[config.mk]
export PLATFORM = sky130hd
export DESIGN_NAME = seg7_scan_ctrl
export DESIGN_NICKNAME = d
export VERILOG_FILES = /design/src/rtl/seg7_pkg.sv /design/src/rtl/seg7_decode.sv /design/src/rtl/seg7_scan_ctrl.sv
export SDC_FILE = /design/constraint.sdc
export NUM_CORES = 1
export LEC_CHECK = 0
export ABC_CLOCK_PERIOD_IN_PS = 2820
export CORE_MARGIN = 8
export CORE_UTILIZATION = 55
export CTS_CLUSTER_DIAMETER = 80
export DETAILED_ROUTE_END_ITERATION = 8
export GPL_TIMING_DRIVEN = 0
export PLACE_DENSITY = 0.83
export REMOVE_ABC_BUFFERS = 1
export SYNTH_ARGS = -nofsm -noshare
export SYNTH_HDL_FRONTEND = slang
export SYNTH_SLANG_ARGS = --single-unit
[constraint.sdc]
create_clock -name clk -period 2.82 [get_ports clk]
set_clock_uncertainty 0.15 [all_clocks]
set_input_delay 0.564 -clock clk [delete_from_list [all_inputs] [get_ports clk]]
set_output_delay 0.564 -clock clk [all_outputs]
set_load 0.01 [all_outputs]
[src/rtl/seg7_pkg.sv]
// Shared types and segment constants for the multiplexed 7-segment scanner.
// Segment patterns are active-low with bit 7 (dp) off.
package seg7_pkg;

    typedef enum logic [0:0] {
        StShow = 1'b0,
        StGap  = 1'b1
    } scan_state_e;

    localparam logic [7:0] SEG_OFF  = 8'hFF;
    localparam logic [7:0] SEG_DASH = 8'hBF;

    // Index k holds the pattern for digit value k.
    localparam logic [9:0][7:0] SEG_TABLE = {
        8'h90, 8'h80, 8'hF8, 8'h82, 8'h92,
        8'h99, 8'hB0, 8'hA4, 8'hF9, 8'hC0
    };

endpackage

[src/rtl/seg7_decode.sv]
// Combinational BCD-to-cathode encoder.
// Non-decimal values render as a dash; blank forces every segment off.
module seg7_decode
    import seg7_pkg::*;
(
    input  logic [3:0] value,
    input  logic       dp,
    input  logic       blank,
    output logic [7:0] cathode
);

    logic [7:0] seg;

    always_comb begin
        seg = SEG_DASH;
        if (value <= 4'd9) begin
            seg = SEG_TABLE[value];
        end
        if (blank) begin
            cathode = SEG_OFF;
        end else begin
            cathode = {~dp, seg[6:0]};
        end
    end

endmodule

[src/rtl/seg7_scan_ctrl.sv]
// Four-digit multiplexed 7-segment scanner with a dead gap per slot and a
// one-deep pending register so the displayed value only changes between frames.
module seg7_scan_ctrl
    import seg7_pkg::*;
#(
    parameter int unsigned SLOT_CYCLES = 10000,
    parameter int unsigned DEAD_CYCLES = 100
) (
    input  logic        clk,
    input  logic        rst,
    input  logic [15:0] load_data,
    input  logic [3:0]  load_dp,
    input  logic        load_valid,
    output logic        load_ready,
    input  logic        lzs,
    output logic [3:0]  anode,
    output logic [7:0]  cathode,
    output logic        frame_start
);

    localparam int unsigned CntW        = $clog2(SLOT_CYCLES);
    localparam int unsigned ShowCycles  = SLOT_CYCLES - DEAD_CYCLES;
    localparam logic [CntW-1:0] ShowLast = CntW'(ShowCycles - 1);
    localparam logic [CntW-1:0] GapLast  = CntW'(DEAD_CYCLES - 1);

    scan_state_e     state_q;
    logic [1:0]      idx_q;
    logic [CntW-1:0] cnt_q;
    logic [15:0]     active_q;
    logic [3:0]      active_dp_q;
    logic [15:0]     pend_q;
    logic [3:0]      pend_dp_q;
    logic            pend_full_q;

    logic            slot_last;
    logic            boundary;
    logic            higher_zero;
    logic            blank;
    logic [3:0]      digit;
    logic [3:0]      anode_d;
    logic [7:0]      cathode_d;

    assign load_ready  = !pend_full_q;
    assign slot_last   = (state_q == StShow) ? (cnt_q == ShowLast) : (cnt_q == GapLast);
    assign boundary    = (state_q == StGap) && (cnt_q == GapLast) && (idx_q == 2'd3);
    assign digit       = active_q[{idx_q, 2'b00} +: 4];
    // True when this digit and every digit above it are zero.
    assign higher_zero = (active_q >> {idx_q, 2'b00}) == 16'h0000;
    assign blank       = (state_q == StGap) || (lzs && (idx_q != 2'd0) && higher_zero);
    assign anode_d     = blank ? 4'hF : ~(4'b0001 << idx_q);

    seg7_decode u_decode (
        .value   (digit),
        .dp      (active_dp_q[idx_q]),
        .blank   (blank),
        .cathode (cathode_d)
    );

    always_ff @(posedge clk) begin
        if (rst) begin
            state_q     <= StShow;
            idx_q       <= 2'd0;
            cnt_q       <= '0;
            active_q    <= 16'h0000;
            active_dp_q <= 4'h0;
            pend_q      <= 16'h0000;
            pend_dp_q   <= 4'h0;
            pend_full_q <= 1'b0;
            anode       <= 4'hF;
            cathode     <= SEG_OFF;
            frame_start <= 1'b0;
        end else begin
            anode       <= anode_d;
            cathode     <= cathode_d;
            frame_start <= boundary;

            if (slot_last) begin
                cnt_q <= '0;
                if (state_q == StShow) begin
                    state_q <= StGap;
                end else begin
                    state_q <= StShow;
                    idx_q   <= idx_q + 2'd1;
                end
            end else begin
                cnt_q <= cnt_q + CntW'(1);
            end

            if (boundary && pend_full_q) begin
                active_q    <= pend_q;
                active_dp_q <= pend_dp_q;
            end

            // A load coinciding with the boundary lands in pending only.
            if (load_valid && !pend_full_q) begin
                pend_q      <= load_data;
                pend_dp_q   <= load_dp;
                pend_full_q <= 1'b1;
            end else if (boundary) begin
                pend_full_q <= 1'b0;
            end
        end
    end

endmodule

# Yosys cells after proc, flatten, opt, wreduce, memory -nomap -nowiden
# Memory sizes are Yosys's and may differ from the RTL's.
# Cells that the tools add are included.
# Widths: inputs -> output; s select.
[totals]
reg_bits = 71
romBits = 128
inputBits = 24
output_inout_bits = 14
word_cells = 50
n_memories = 1
[classes]
n_addsub = 2
magnitude_cmp = 3
n_eq_ne = 3
shift = 3
muxes = 8
bitwise_logic = 3
reduce_logical = 15
[mem_list]
columns = ["memory", "words", "width", "rd", "rd_ports_with_merged_regs", "write_ports", "line", "source"]
rows = [
  ["(name not given)", 16, 8, 1, 0, 0, "seg7_decode.sv:17", "seg = SEG_TABLE[value];"],
]
[op_table]
columns = ["operator", "count"]
rows = [
  ["$logic_not 16->1", 1],
  ["$shiftx 16x5->4", 1],
  ["$shr 16x4->16", 1],
  ["$add 14x1->14 const B", 1],
  ["$eq 14x14->1 const B", 1],
  ["$eq 14x7->1 const B", 1],
  ["$mux 7", 2],
  ["$logic_and 1x1->1", 6],
  ["$lt 4x5->1 const B", 1],
  ["$mux 1", 5],
  ["$le 4x4->1 const B", 1],
  ["$not 4->4", 1],
  ["$reduce_bool 2->1", 2],
  ["$reduce_or 2->1", 2],
  ["$shl 1x2->4 const A", 1],
  ["$lt 2x3->1 const B", 1],
  ["$reduce_or 3->1", 1],
  ["$add 2x1->2 const B", 1],
  ["$bmux 1 s2", 1],
  ["$eq 2x2->1 const B", 1],
  ["$not 1->1", 2],
  ["$reduce_and 2->1", 1],
  ["$logic_not 1->1", 1],
  ["$logic_or 1x1->1", 1],
]

# Logic depth before layout (Yosys ltp)
[depth]
depth_word = 5
mapped_depth = 9
ltp_nobuf = 7

# Modules after synthesis
# From an unflattened synthesis, not the netlist that was laid out.
[hier_totals]
hier_cells = 353
area_unflattened_um2 = 3062.9
[by_module_without_submodules]
columns = ["mod", "instances", "cells_each", "area_each_um2", "seq_area_each_um2"]
rows = [
  ["seg7_scan_ctrl", 1, 322, 2841.5, 1421.4],
  ["seg7_decode", 1, 31, 221.5, 0.0],
]

# Worst setup path before layout
# Ideal clock, no wire load.
[synth_timing]
path_kind = "register to register"
from = "register idx_q[0]"
to = "register cathode[6]"
setup_ns = 0.074
t_arrival_ns = 2.381
required_time_ns = 2.596
slack_ns = 0.214
path_stages_with_launch = 10
path_buffers = 2
synth_period_minus_slack_ns = 2.606
cell_sequence = "dfxtp_1 > buf_2 > mux4_2 > inv_1 > ha_1 > nor4b_1 > nand2_1 > o41a_1 > clkbuf_1 > o21ai_0"
[synth_between]
elab_chain_len = 5
word_cells_on_any_way = 12
cone_classes = "1 x order compare; 2 x shift; 2 x mux; 6 x reduce/logical; 1 x memory"
[synth_rtl]
columns = ["element", "line", "source"]
rows = [
  ["start, declared", "seg7_scan_ctrl.sv:27", "logic [1:0] idx_q;"],
  ["start signal, assigned", "seg7_scan_ctrl.sv:83", "idx_q <= idx_q + 2'd1;"],
  ["branches (longest 5 deep; another with $mem_v2 16x8)", "n/a", ""],
  ["end signal, assigned", "seg7_scan_ctrl.sv:74", "cathode <= cathode_d;"],
  ["end, declared", "seg7_scan_ctrl.sv:17", "output logic [7:0] cathode,"],
]
# Parallel ways; which one is timed is not known. The select of a mux whose other input is x is not followed.
# A chain may end at the register's enable or synchronous reset.

# Final worst setup path
[layout_timing]
from = "register idx_q[0]"
to = "register cathode[5]"
[layout_between]
elab_chain_len = 5
word_cells_on_any_way = 12
cone_classes = "1 x order compare; 2 x shift; 1 x mux; 1 x bitwise; 6 x reduce/logical; 1 x memory"
[layout_rtl]
columns = ["element"]
rows = [
  ["branches (longest 5 deep; another with $mem_v2 16x8)"],
]
# Parallel ways; which one is timed is not known. The select of a mux whose other input is x is not followed.

==> flow_summary.json <==
{
  "status": "completed",
  "finalNetCount": 409,
  "portBuffers": 37,
  "fp.coreArea_mm2": 0.00541,
  "die_h_um": 90.0,
  "yosys_warnings": 0,
  "ant_nets": 0,
  "clockRootBuffer": "clkbuf_8",
  "worst_setup_path_end_kind": "flop",
  "track_usage": 0.160,
  "worst_pin_slew_ns": 1.30,
  "path_max_fanout": 12,
  "routed_wl_um": 6200,
  "grt_pass1_wl_um": 10900,
  "finalHoldViolations": 0,
  "num_rows": 27,
  "antennaDiodeCount": 0,
  "start_util": 0.558,
  "ctsHoldBuffers": 0,
  "ys_ff_latch": 71,
  "r2r_start": "idx_q[0]",
  "pre_cts_ws_ns": -0.156,
  "post-dp-hpwl_um": 4100,
  "netlist.area_leader.share": 0.471,
  "dieArea_mm2": 0.00811,
  "ios": 38,
  "syn_inst": 351,
  "peakVddDrop_v": 0.000355,
  "fin_hold_ws_ns": 0.310,
  "required_ns": 2.93,
  "drtIter0Drc": 192,
  "yosysMostFrequentCell": "dfxtp_1",
  "startpoint_type": "flop",
  "cp-startpoint": "idx_q[0]",
  "total_power_w": 0.00199,
  "cts_sinks": 71,
  "grt_pass1_vias": 2495,
  "critPathSlowestCell": "o41a_2",
  "die_w_um": 90.0,
  "cts.reportedPaths.clkPinSlew_ns": 0.07,
  "grt-ovfl-total": 0,
  "drive_above_1_share": 0.0814,
  "clk_latency_ns": 0.34,
  "synth_area_leader_cell": "dfxtp_1",
  "via_per_inst": 5.50,
  "maxSlewViolCount": 0,
  "powerDensity_mw_per_mm2": 556,
  "cts_tree": "yes",
  "wl_per_cell_um": 13.7,
  "slew_headroom": 0.127,
  "synth_seq_area_share": 0.471,
  "hp-class": "reg2reg",
  "cp.arrival_ns": 2.77,
  "antenna_found_initial": 0,
  "worstSetupPathType": "reg2reg",
  "vias": 2491,
  "yosys-top-cells-area": "dfxtp_1, a21oi_1, nand2_1",
  "max_stage_delay_ns": 0.61,
  "synthDistinctLibCells": 36,
  "max_freq_ghz": 0.376,
  "cp_cell_sequence": "mux4_2 > inv_1 > ha_1 > nor4b_1 > nand2_1 > o41a_2 > o21ai_0",
  "fin_crit_ns": 2.66,
  "firstDrtPassIters": 5,
  "timing.max_cap.violations": 0,
  "drc": 0,
  "final_util": 0.663,
  "ys_top_cells_by_count": "dfxtp_1, nand2_1, a21oi_1, nand3_1, nor2_1",
  "hold_path.startpoint": "pend_q[1]",
  "clk_path_buf_depth": 2,
  "synth_area_per_cell_um2": 8.59,
  "place_congestion": 0.836,
  "synth_edf_count": 0,
  "async_flop_share": 0,
  "syn_to_final_growth_pct": 18.8,
  "syn_area_mm2": 0.00302,
  "grt_max_degree": 47,
  "fin_crit_sh": 0.942,
  "ys.flop_type": "dfxtp_1",
  "h-tree-depth": 3,
  "cts_buffers": 9,
  "final.setup.worst_slack_ns": 0.163,
  "p_leak_nw": 1.22,
  "grt_setup_unrepaired": "no",
  "setup_viol": 0
}
==> flip-flops by register name, indices dropped and copies added, names as in the netlist <==
signal,cells
idx_q,2
pend_dp_q,4
pend_q,16
active_dp_q,4
anode,4
pend_full_q,1
cnt_q,14
cathode,8
frame_start,1
active_q,16
state_q,1
==> stage by stage <==
step	instance area [um2]	instances	setup TNS, ns
floorplan	2900	327	0
global placement	3360	436	-6.54
finish	3580	453	0
detailed placement	3350	436	-1.94
global route	3580	453	0
CTS	3570	453	0
==> repair_timing <==
action | CTS | global route
setup endpoints to repair | 26 | 12
cloned | 1 | 0
pin swaps | 1 | 0
buffers inserted | 0 | 0
gates resized for setup | 1 | 3
==> placed cells by master (no fill, tap or decap), types with 2 or more instances in the layout <==
cell and count:
inv_1 11, xor2_1 2, nand4_1 3, nor2_1 27, nand2_1 56, mux4_2 5
a21oi_1 47, o21ai_0 9, o21ai_1 17, dfxtp_1 69, or3_1 2, nor4_1 6
nor3_1 7, a211oi_1 2, clkdlybuf4s50_1 36, xnor2_1 11, ha_1 9, clkinv_2 2
clkbuf_8 12, and2_1 2, nand3_1 27
==> power by group <==
group          switching, W  internal (W)  leakage (nW)
Sequential        0.0000147       0.00103         0.580
Clock              0.000357      0.000479         0.109
Combinational     0.0000558     0.0000568         0.535
Total              0.000428       0.00156          1.22
==> worst paths after layout <==
kind	depth (start not counted)	slack (ns)	to
worst max-delay path	7	0.16	cathode[5]
worst min-delay path	2	0.31	pend_q[1]
worst max register to register	7	0.16	cathode[5]
worst min register to register	2	0.31	pend_q[1]
==> cell families (layout without fill, tap and decap cells) <==
group,count (synthesis),in the layout,share of synthesized area
fa+ha+maj,9,9,0.0373
buf+inv,35,64,0.0535
simple gates,140,141,0.227
flops,71,71,0.471
mux,6,6,0.0407
compound gates,77,77,0.133
xor+xnor,13,13,0.0378
==> per-layer routing <==
layer  track usage  share of wire  routed length (um)
met1         0.172           0.44                2720
met2         0.274           0.49                3050
met3        0.0449          0.052                 324
met4        0.0957          0.016                 101
met5             0              0                   0
==> worst max-delay path: cells and delay by family (launching register included) <==
family	cells	cell delay, ns
AO/OA/AOI/OAI	2	0.74
adder cells (fa/ha/maj)	1	0.21
buffers and inverters	1	0.11
flip-flops	1	0.46
multiplexers	1	0.59
AND/OR/NAND/NOR	2	0.33
==> final cells by class <==
cell class                      instances  area [um2]
Timing Repair Buffer                   37         365
Clock inverter                          3        40.0
Fill cell                             452        1820
Tap cell                               72        90.1
Clock buffer                           13         169
Multi-Input combinational cell        246        1450
Sequential cell                        71        1430
Inverter                               11        41.3
Power figures use the tool's default switching activity.
